--- src/rtl/pid_pkg.sv ---
// Shared types, datapath widths and output shift/saturate helper for pid_controller_mc.
// Widths mirror the controller's default parameter set.
package pid_pkg;

  localparam int SP_W   = 9;
  localparam int GAIN_W = 16;
  localparam int FRAC_W = 8;
  localparam int OUT_W  = 16;

  localparam int ERR_W  = SP_W + 1;
  localparam int DIFF_W = ERR_W + 1;
  localparam int PROD_W = DIFF_W + GAIN_W + 1;
  localparam int ACC_W  = PROD_W + 1;
  localparam int SUM_W  = PROD_W + 3;

  localparam logic signed [SUM_W-1:0] OUT_MAX = SUM_W'((64'sd1 <<< (OUT_W - 1)) - 64'sd1);
  localparam logic signed [SUM_W-1:0] OUT_MIN = SUM_W'(-(64'sd1 <<< (OUT_W - 1)));

  typedef enum logic [2:0] {IDLE, ERR, P, I, D, SUM} pid_state_t;

  typedef struct packed {
    logic [OUT_W-1:0] val;
    logic             sat;
  } sat_res_t;

  // Floor-shift the Q sum back to integer units, then clamp to the output range.
  function automatic sat_res_t sat_trunc(input logic signed [SUM_W-1:0] s);
    logic signed [SUM_W-1:0] sh;
    sat_res_t                r;
    sh = s >>> FRAC_W;
    if (sh > OUT_MAX) begin
      r.val = OUT_MAX[OUT_W-1:0];
      r.sat = 1'b1;
    end else if (sh < OUT_MIN) begin
      r.val = OUT_MIN[OUT_W-1:0];
      r.sat = 1'b1;
    end else begin
      r.val = sh[OUT_W-1:0];
      r.sat = 1'b0;
    end
    return r;
  endfunction

endpackage

--- src/rtl/pid_controller_mc_mac.sv ---
// Shared signed multiplier with registered product; the gain operand is unsigned Q.
module pid_mac
  import pid_pkg::*;
(
  input  logic                     clk,
  input  logic signed [DIFF_W-1:0] a,
  input  logic        [GAIN_W-1:0] gain,
  output logic signed [PROD_W-1:0] prod
);

  logic signed [PROD_W-1:0] ax;
  logic signed [PROD_W-1:0] bx;

  assign ax = PROD_W'(a);
  assign bx = $signed({{(PROD_W - GAIN_W){1'b0}}, gain});

  always_ff @(posedge clk) begin
    prod <= ax * bx;
  end

endmodule

--- src/rtl/pid_controller_mc.sv ---
// Time-multiplexed multi-channel PID: one shared multiplier sequenced per channel
// through ERR/P/I/D/SUM, with integrator clamp, output saturation and overrun flag.
module pid_controller_mc
  import pid_pkg::*;
#(
  parameter int NUM_CH         = 2,
  parameter int PID_INT_WIDTH  = 8,
  parameter int PID_FRAC_WIDTH = 8,
  parameter int SP_WIDTH       = 9,
  parameter int PID_OUT_WIDTH  = 16,
  parameter int INT_LIMIT      = 1000
) (
  input  logic                                                   clk,
  input  logic                                                   reset,
  input  logic                                                   sample_tick,
  input  logic [NUM_CH-1:0][PID_INT_WIDTH+PID_FRAC_WIDTH-1:0]    k_p,
  input  logic [NUM_CH-1:0][PID_INT_WIDTH+PID_FRAC_WIDTH-1:0]    k_i,
  input  logic [NUM_CH-1:0][PID_INT_WIDTH+PID_FRAC_WIDTH-1:0]    k_d,
  input  logic [NUM_CH-1:0][SP_WIDTH-1:0]                        setpoint,
  input  logic [NUM_CH-1:0][SP_WIDTH-1:0]                        feedback,
  input  logic [NUM_CH-1:0]                                      int_clear,
  output logic [NUM_CH-1:0][PID_OUT_WIDTH-1:0]                   control_out,
  output logic [NUM_CH-1:0]                                      sat,
  output logic                                                   out_valid,
  output logic                                                   busy,
  output logic                                                   overrun
);

  localparam int CH_W = (NUM_CH > 1) ? $clog2(NUM_CH) : 1;
  localparam logic [CH_W-1:0] LAST_CH = CH_W'(NUM_CH - 1);
  localparam logic signed [ACC_W:0] ACC_LIM = (ACC_W + 1)'(INT_LIMIT * (2 ** PID_FRAC_WIDTH));

  pid_state_t               state;
  logic [CH_W-1:0]          ch;
  logic signed [ERR_W-1:0]  e_p;
  logic signed [PROD_W-1:0] up_p;
  logic                     clr_p;
  logic signed [ACC_W-1:0]  acc    [NUM_CH];
  logic signed [ERR_W-1:0]  prev_e [NUM_CH];

  logic signed [DIFF_W-1:0] mac_a;
  logic [GAIN_W-1:0]        mac_gain;
  logic signed [PROD_W-1:0] prod;
  logic signed [ACC_W:0]    acc_sum;
  logic signed [ACC_W:0]    acc_clamp;
  logic signed [PROD_W-1:0] d_term;
  logic signed [SUM_W-1:0]  sum_s;
  sat_res_t                 res;

  pid_mac u_mac (
    .clk  (clk),
    .a    (mac_a),
    .gain (mac_gain),
    .prod (prod)
  );

  assign busy = (state != IDLE);

  // The multiplier output lags its operands by one state: u_p lands in I,
  // k_i*e in D, u_d in SUM.
  always_comb begin
    mac_a    = '0;
    mac_gain = '0;
    case (state)
      P: begin
        mac_a    = DIFF_W'(e_p);
        mac_gain = k_p[ch];
      end
      I: begin
        mac_a    = DIFF_W'(e_p);
        mac_gain = k_i[ch];
      end
      D: begin
        mac_a    = DIFF_W'(e_p) - DIFF_W'(prev_e[ch]);
        mac_gain = k_d[ch];
      end
      default: ;
    endcase

    acc_sum   = (ACC_W + 1)'(acc[ch]) + (ACC_W + 1)'(prod);
    acc_clamp = acc_sum;
    if (acc_sum > ACC_LIM)
      acc_clamp = ACC_LIM;
    else if (acc_sum < -ACC_LIM)
      acc_clamp = -ACC_LIM;

    d_term = clr_p ? '0 : prod;
    sum_s  = SUM_W'(up_p) + SUM_W'(acc[ch]) + SUM_W'(d_term);
    res    = sat_trunc(sum_s);
  end

  always_ff @(posedge clk or posedge reset) begin
    if (reset) begin
      state       <= IDLE;
      ch          <= '0;
      e_p         <= '0;
      up_p        <= '0;
      clr_p       <= 1'b0;
      for (int n = 0; n < NUM_CH; n++) begin
        acc[n]    <= '0;
        prev_e[n] <= '0;
      end
      control_out <= '0;
      sat         <= '0;
      out_valid   <= 1'b0;
      overrun     <= 1'b0;
    end else begin
      out_valid <= 1'b0;
      if (sample_tick && (state != IDLE))
        overrun <= 1'b1;
      case (state)
        IDLE: begin
          if (sample_tick) begin
            state <= ERR;
            ch    <= '0;
          end
        end
        ERR: begin
          e_p   <= $signed({1'b0, setpoint[ch]}) - $signed({1'b0, feedback[ch]});
          state <= P;
        end
        P: state <= I;
        I: begin
          up_p  <= prod;
          state <= D;
        end
        D: begin
          clr_p <= int_clear[ch];
          if (int_clear[ch]) begin
            acc[ch]    <= '0;
            prev_e[ch] <= '0;
          end else begin
            acc[ch]    <= acc_clamp[ACC_W-1:0];
            prev_e[ch] <= e_p;
          end
          state <= SUM;
        end
        SUM: begin
          control_out[ch] <= res.val;
          sat[ch]         <= res.sat;
          if (ch == LAST_CH) begin
            state     <= IDLE;
            out_valid <= 1'b1;
          end else begin
            ch    <= ch + 1'b1;
            state <= ERR;
          end
        end
        default: state <= IDLE;
      endcase
    end
  end

endmodule

--- config.mk ---
export PLATFORM = sky130hd
export DESIGN_NAME = pid_controller_mc
export DESIGN_NICKNAME = d
export VERILOG_FILES = /design/src/rtl/pid_pkg.sv /design/src/rtl/pid_controller_mc_mac.sv /design/src/rtl/pid_controller_mc.sv
export SDC_FILE = /design/constraint.sdc
export NUM_CORES = 1
export LEC_CHECK = 0
export CORE_UTILIZATION = 47
export CTS_BUF_LIST = sky130_fd_sc_hd__clkbuf_16
export DETAILED_ROUTE_END_ITERATION = 16
export GPL_ROUTABILITY_DRIVEN = 0
export PLACE_DENSITY_LB_ADDON = 0.25
export SLEW_MARGIN = 20
export SYNTH_ARGS = -nofsm -noshare
export SYNTH_HDL_FRONTEND = slang
export SYNTH_SLANG_ARGS = --single-unit
--- constraint.sdc ---
create_clock -name clk -period 12 [get_ports clk]
set_input_delay 1.8 -clock clk [delete_from_list [all_inputs] [get_ports clk]]
set_output_delay 1.8 -clock clk [all_outputs]
set_load 0.05 [all_outputs]
# --- After elaboration in Yosys (flattened, before gate mapping) ---
# Cells that the tools add are included.
# W data, S select, Z words.
op_classes:
  n_lt_le_gt_ge: 8
  n_shift: 0
  reduce_logical: 8
  eq_ne: 6
  bitwise_logic: 5
  n_mul: 1
  addsub: 6
  n_mux: 47
  div: 0
ops:
  columns: ["op", "count"]
  rows:
  - ["$mux W29", 6]
  - ["$mux W16", 7]
  - ["$and A58 B58 Y58", 1]
  - ["$bwmux W58", 1]
  - ["$mux W58", 1]
  - ["$not A58 Y58", 1]
  - ["$pmux W16 S3", 1]
  - ["$mux W10", 4]
  - ["$mux W9", 4]
  - ["$mux W17", 2]
  - ["$bwmux W32", 1]
  - ["$add A30 B28 Y31", 1]
  - ["$add A28 B29 Y30", 1]
  - ["$add A29 B28 Y30", 1]
  - ["$gt A30 B19 Y1 const B", 1]
  - ["$lt A30 B19 Y1 const B", 1]
  - ["$demux W29 S1", 1]
  - ["$mul A11 B17 Y28", 1]
  - ["$mux W28", 1]
  - ["$gt A23 B16 Y1 const B", 1]
  - ["$lt A23 B16 Y1 const B", 1]
  - ["$pmux W11 S2", 1]
  - ["$and A20 B20 Y20", 1]
  - ["$bwmux W20", 1]
  - ["28 further kinds", 39]
word_totals:
  wordCells: 96
  romBits: 0
  ff_bits: 185
  in_bits: 137
  mem_bits_rw: 0
  latch_bits: 0
  mem_count: 0

# --- Depth between registers and ports, before layout ---
# Gate-level depths: netlist of the first run.
depth:
  depth_word: 10
  ltp_mapped: 41

# --- Cells and area by module ---
# Synthesis of the first run repeated with hierarchy kept, for this count alone.
unflattened:
  hier_cells: 2196
  hier_area_um2: 19439.9
by_module_without_submodules:
  columns: ["mod", "cells_per_inst", "instances", "area_per_inst_um2"]
  rows:
  - ["pid_controller_mc", 1459, 1, 12863.6]
  - ["pid_mac", 737, 1, 6576.3]

# --- Least setup slack after synthesis of the first run ---
# OpenSTA, ideal clock, no wires.
synth_timing:
  kind: "register -> register"
  from: "register ch"
  to: "register u_mac.prod[27]"
  period_less_slack_ps: 10152
  slack_ps: 1848
  path_buffers: 7
  t_arrival_ps: 10080
  stages_incl_launch_ff: 39
  setup_time_ps: 72
  required_time_ps: 11928
  cell_sequence: "dfrtp_1 -> buf_6 -> clkbuf_1 -> clkbuf_1 -> buf_1 -> buf_1 -> clkbuf_1 -> mux2i_1 -> ha_1 -> o21ai_0 -> a21boi_0 -> o21ai_0 -> a21boi_0 -> o21a_1 -> o21a_1 -> o21a_1 -> or3_1 -> a32oi_1 -> [... 3 more ...] -> fa_1 -> fa_1 -> fa_1 -> inv_1 -> fa_1 -> inv_1 -> ha_1 -> a21oi_1 -> o211ai_1 -> o21ba_2 -> nor3_1 -> o311ai_0 -> a21oi_1 -> o21a_1 -> o41a_1 -> a21o_1 -> a21oi_1 -> xnor2_1"
synth_via:
  elab_chain_len: 7
synth_rtl:
  columns: ["item", "line", "text"]
  rows:
  - ["start: declaration", "pid_controller_mc.sv:34", "logic [CH_W-1:0] ch;"]
  - ["start signal: assignment", "pid_controller_mc.sv:145", "ch <= ch + 1'b1;"]
  - ["$not A1 Y2 (not written as such)", "pid_controller_mc.sv:74", "mac_a = DIFF_W'(e_p) - DIFF_W'(prev_e[ch]);"]
  - ["$mux W10 (not written as such) (3 in series)", "pid_controller_mc.sv:74", null]
  - ["$sub A10 B10 Y11", "pid_controller_mc.sv:74", null]
  - ["$pmux W11 S2", "pid_controller_mc.sv:64", "case (state)"]
  - ["$mul A11 B17 Y28 (*)", "pid_controller_mc_mac.sv:18", "prod <= ax * bx;"]
  - ["end signal: assignment", "pid_controller_mc_mac.sv:18", null]
  - ["end: declaration", "pid_controller_mc_mac.sv:8", "output logic signed [PROD_W-1:0] prod"]
# Mark *: on every way between the ends. The rest lies on a longest branch, timed or not. The select of a mux whose other input is x is not followed.
# A chain may end at the register's enable or synchronous reset.

# --- Final worst setup path of the first run ---
# Same ends and word-level chain as after synthesis.

==> metrics, run 1 <==
status=completed; register area share after synthesis=0.242; Slew HR=0.304; vias in the first global route=15100; most frequent CP cell=fa_1; fill count=3451; Min Hold Slack=~0.47 ns; Mapped Cells=slightly below 2000; kind of critical path=reg -> reg; slowest stage delay, CP=0.68 ns; hold path cells=1; Post-synth EDFFs=0; FP Rows=72; final max-slew violation count=0; asr flop ratio synth=0.849; Switch Pwr=3.40 mW; CP Capture Type=register; hold_buf cts=0; FF-to-FF path depth=33; Unique masters post-synth=87; worst hold path class=reg -> reg; CTS tree=built; Tcrit/Tclk final=0.781; nets@finish=2575; hold worst-path end=overrun$_DFFE_PP0P_; CTS H-tree lvls=4; critical-path maximum fanout=57; synthesized area per cell=9.35 um^2; Mapped Area=approximately 0.019 mm^2; diode count=0; cell internal pwr=3.17 mW; layout cell share with drive strength beyond 1=0.0923; CP Data Arrival Time=9.74 ns; syn_nets=about 2400; post-cts sizing count=0; IO Port Bufs=173; # DRC=0; Root Driver=clkbuf_16; cts bufs inserted=17; synth-to-layout area growth=15.4%; Worst path slowest cell=buf_4; drt wl/cell=approximately 17 um; Clock Skew=0.0106 ns; required time worst endpoint=12.37 ns; hold_sp=overrun$_DFFE_PP0P_; Worst-Margin Slew=1.04 ns; top_reg_cell synth=dfrtp_1; CP startpoint kind=register; combinational power share=0.749; initial antenna violation count=0; TNS Setup=0 ns; Max Root-Sink Buffers=2; core area=0.0388 mm^2; Pleak=10.2 nW; maxcap violations=0; post-CTS setup buffer count=0; worst ir drop on vdd=0.130 mV; 1st-iter DRT viols=975; total track usage=0.233; register bit total from synthesis=185; Worst R2R Setup Slack=2.63 ns; clock slew seen by the registers of the worst setup and hold paths=0.07 ns; Initial Util=0.478; worst skew pair latency=between 0.4 and 0.5 ns; Tmin final=9.37 ns; HPWL Detailed=36.3 mm; fmax=between 100 and 150 MHz; Boundary Pins=roughly 170; Die W=201 um; Power Total=roughly 6.6 mW; Sw Share=0.517; Die ar.=0.0403 mm^2; Syn. warnings=0; largest net degree at the start of global routing=83; clock share of power=0.090; Final Hold Vio Count=0; worst r2r dst=u_mac.prod[27]$_DFF_P_; DR vias/cell=roughly 5.6; Reg2Reg Launch Point=ch$_DFFE_PP0P_; Die Y=201 um; Post-DRT Antenna Nets=0; RSZ-0062 raised after global routing=no; first-pass GRT wire length=76.3 mm; Via Count=14800; clock sinks=185; 1st-pass router iterations=7; final WL=around 45 mm; P per Cell Area=306 mW/mm^2; Seq pwr share=0.162; # setup viols final=0; GRT overflow=0
## cell type report
class	count	area, um^2	share of cell area
clock buffer	18	450	0.0210
clock inverter	14	156	0.00729
inverter	196	741	0.0345
multi-input combinational	1523	13000	0.607
sequential	185	4490	0.210
tap	518	648	0.0302
timing repair buffer	199	1930	0.0900
## routing by layer
layer	part of all wire	GRT usage	vias to the layer above
met5	0	0	-
met4	0.018	0.0581	0
met3	0.046	0.0365	50
met2	0.49	0.401	397
met1	0.45	0.307	7287
li1	-	-	7085
## worst max-delay path: cells and delay by family (launching register included)
family,cells,cell delay (ns)
AO/OA/AOI/OAI,16,3.57
adder cells (fa/ha/maj),7,3.15
buffers and inverters,5,1.07
AND/OR/NAND/NOR,3,0.55
flip-flops,1,0.46
multiplexers,1,0.32
XOR/XNOR,1,0.15
## layout by cell type (no fill, tap or decap), types with 21 or more instances in the layout
cell	n
a21o_1	38
a21oi_1	77
a32o_1	22
buf_4	25
clkdlybuf4s50_1	173
dfrtp_1	156
dfxtp_1	28
fa_1	157
ha_1	159
inv_1	195
mux2_2	81
mux2i_1	43
nand2_1	230
nand2b_1	39
nand3_1	21
nor2_1	158
nor2b_1	48
o21a_1	21
o21ai_0	67
o21ai_1	27
xnor2_1	48
xor2_1	24
## sequential cells by signal, indices dropped and copies added, names as in the netlist, 2 cells and up
name / cells
control_out: 32
acc: 58
prev_e: 20
u_mac.prod: 28
e_p: 10
sat: 2
up_p: 28
state: 3
## kinds of logic after synthesis
| logic type | synth area share |
|---|---|
| multiplexers | 0.0852 |
| AO/OA/AOI/OAI | 0.155 |
| XOR/XNOR | 0.0339 |
| buffers and inverters | 0.0581 |
| AND/OR/NAND/NOR | 0.150 |
| flip-flops | 0.242 |
| adder cells (fa/ha/maj) | 0.276 |
## Yosys cell counts (9+ instances only)
cell	n	share of area
a21o_1	38	0.015
a21oi_1	77	0.021
a221o_1	13	0.0070
a311oi_1	10	0.0047
a31oi_1	12	0.0040
a32o_1	22	0.012
and2_1	15	0.0051
buf_1	10	0.0020
clkbuf_1	65	0.013
dfrtp_1	157	0.21
dfxtp_1	28	0.030
fa_1	157	0.17
ha_1	159	0.11
inv_1	195	0.039
mux2_2	81	0.049
mux2i_1	43	0.023
mux4_2	10	0.012
nand2_1	230	0.046
nand2b_1	39	0.013
nand3_1	21	0.0057
nand3b_1	13	0.0053
nor2_1	158	0.032
nor2b_1	49	0.017
nor3_1	18	0.0048
o211ai_1	10	0.0040
o21a_1	21	0.0085
o21ai_0	68	0.018
o21ai_1	26	0.0070
o31ai_1	11	0.0044
or3_1	9	0.0030
xnor2_1	48	0.023
xor2_1	24	0.011
## how the worst max path moves through the flow
stage	start	to	slack (ns)	cells after the start
detailed placement	ch$_DFFE_PP0P_	u_mac.prod[27]$_DFF_P_	2.69	33
global route	ch$_DFFE_PP0P_	u_mac.prod[27]$_DFF_P_	1.98	34
floorplan	ch$_DFFE_PP0P_	u_mac.prod[27]$_DFF_P_	1.85	38
global placement	ch$_DFFE_PP0P_	u_mac.prod[27]$_DFF_P_	3.06	33
finish	ch$_DFFE_PP0P_	u_mac.prod[27]$_DFF_P_	2.63	33
CTS	ch$_DFFE_PP0P_	u_mac.prod[27]$_DFF_P_	2.60	33
## per-stage QoR
step	area, um^2	cells	utilization	worst slack [ns]
2_1_floorplan	18600	1986	-	1.85
3_3_place_gp	20800	2621	0.536	3.06
3_5_place_dp	20800	2621	0.536	2.69
4_1_cts	21400	2653	0.552	2.60
5_1_grt	21400	2653	0.552	1.98
6_report	21400	2653	0.552	2.63
## power by group through the flow
stage	sequential (mW)	clock [mW]	combinational (mW)
after global routing	1.09	0.625	5.53
after CTS	1.06	0.598	4.92
after detailed placement	1.07	0	4.87
after global placement	1.06	0	4.78
after floorplan	1.16	0	3.65
final	1.06	0.588	4.91
(Power assumes the default switching activity.)
==> inputs of run 2 (changes only) <==
Clock period 12 ns to 9.55 ns, I/O delays scaled along.
==> metrics, run 2 (synthesized netlist as in run 1, its figures left out) <==
CTS H-tree lvls=4 (unchanged); GRT busiest layer=met2; Top reg by flops=acc; CP Capture Type=register; kind of critical path=reg -> reg; Tcrit/Tclk final=0.921 (+0.140); Die Y=201 um (unchanged); CP Data Arrival Time=9.18 ns (-0.56 ns); Largest regs=acc: 58 flops, control_out: 32 flops; vias in the first global route=15200 (+0.89%); Via Count=14700 (-0.58%); most common cell after layout, fill and taps aside=nand2_1; 1st-iter DRT viols=1027 (+5.3%); required time worst endpoint=9.94 ns (-2.43 ns); Boundary Pins=174 (unchanged); P per Cell Area=388 mW/mm^2 (+27%); Die W=201 um (unchanged); CP startpoint kind=register; core area=0.0388 mm^2 (unchanged); Buf+Inv Stages, Crit Path=2 (-3); # DRC=0 (unchanged); final WL=46.4 mm (+3.0%); fmax=114 MHz (+6.5%); slowest stage delay, CP=0.56 ns (-0.12 ns); worst ir drop on vdd=0.189 mV (+45%); initial antenna violation count=0 (unchanged); HPWL Detailed=37.2 mm (+2.5%); 1st-pass router iterations=5 (-2); Slew HR=0.343 (+0.0388); Pleak=10.2 nW (+0.33%); nets@finish=2580 (+0.19%); diode count=0 (unchanged); maxcap violations=0 (unchanged); met1 usage=0.312 (+0.00543); RSZ-0062 raised after global routing=no; clock sinks=185 (unchanged); Final Hold Vio Count=0 (unchanged); post-CTS setup buffer count=0 (unchanged); total track usage=0.238 (+0.00468); post-cts sizing count=0 (unchanged); Min Hold Slack=0.468 ns (-0.00426 ns); critical-path maximum fanout=11 (-81%); synth-to-layout area growth=15.9%; Die ar.=0.0403 mm^2 (unchanged); status=completed; Power Total=8.36 mW (+27%); hold_buf cts=0 (unchanged); clock slew seen by the registers of the worst setup and hold paths=0.08 ns (about the same); GR Util met2=0.410 (+0.00905); CTS tree=built; # setup viols final=0 (unchanged); TNS Setup=0 ns (unchanged); Tmin final=8.79 ns (-0.576 ns); Worst-Margin Slew=0.982 ns (-0.0619 ns); worst skew pair latency=0.45 ns (about the same); CP delay by family, top=compound AO/OA/AOI/OAI gates; Initial Util=0.478 (unchanged); Root Driver=clkbuf_16; worst hold path class=reg -> reg; Worst path slowest cell=dfrtp_4; most frequent cells in the layout=nand2_1 (229), inv_1 (194), clkdlybuf4s50_1 (173); max reg flops=58 (unchanged); M3 GR Usage=0.0318 (-0.00471); Max Root-Sink Buffers=2 (unchanged); FP Rows=72 (unchanged); Post-DRT Antenna Nets=0 (unchanged); final max-slew violation count=0 (unchanged); drt wl/cell=17.5 um (+2.8%); largest net degree at the start of global routing=102 (+23%); first-pass GRT wire length=77.3 mm (+1.3%); GRT overflow=0 (unchanged); most frequent CP cell=fa_1; cts bufs inserted=17 (unchanged); layout cell share with drive strength beyond 1=0.0963 (+0.00399); IO Port Bufs=173 (unchanged); Clock Skew=0.0141 ns (+0.00349 ns); DR vias/cell=5.54 (-0.77%)
[run 2: final cells by class]
type                            count  area (um^2)
Clock buffer                       17          425
Inverter                          196          741
Clock inverter                     15          229
Multi-Input combinational cell   1523        13000
Timing Repair Buffer              204         1960
Fill cell                        3432        17300
Tap cell                          518          648
Sequential cell                   185         4490
[run 2: worst paths after layout]
kind | start | end | slack (ns) | cells past startpoint
setup / recovery | ch$_DFFE_PP0P_ | u_mac.prod[27]$_DFF_P_ | 0.76 | 32
hold / removal | prev_e[14]$_DFFE_PP0P_ | prev_e[14]$_DFFE_PP0P_ | 0.47 | 2
setup reg to reg | ch$_DFFE_PP0P_ | u_mac.prod[27]$_DFF_P_ | 0.76 | 32
hold reg to reg | prev_e[14]$_DFFE_PP0P_ | prev_e[14]$_DFFE_PP0P_ | 0.47 | 2
max in group asynchronous | reset | clr_p$_DFFE_PP0N_ | 6.66 | 3
min in group asynchronous | reset | control_out[15]$_DFFE_PP0P_ | 1.56 | 2
[run 2: report_power, final]
part / switching (mW) / internal (mW)
Sequential: 0.254 / 1.09
Combinational: 3.73 / 2.49
Clock: 0.344 / 0.450
Total: 4.33 / 4.03
[run 2: metal layers]
metal  part of all wire  vias up  wire length [um]
li1                   -     7089                 -
met4              0.017        0               794
met3              0.046       54              2140
met2               0.48      411             22500
met5                  0        -                 0
met1               0.45     7179             21000
[run 2: stage by stage]
stage	cells	util	area [um^2]	setup slack (ns)
floorplan	1986	-	18600	0.00163
global placement	2626	0.537	20900	0.808
detailed placement	2626	0.537	20900	0.598
CTS	2658	0.554	21500	0.570
global route	2658	0.554	21500	0.191
finish	2658	0.554	21500	0.756
[run 2: worst register-to-register path: cells and delay by family (launching register included)]
kind            cells  cell delay (ns)
mux                 1             0.24
flops               1             0.56
compound gates     17             3.80
fa+ha+maj           7             3.23
simple gates        4             0.66
buf+inv             2             0.10
xor+xnor            1             0.13
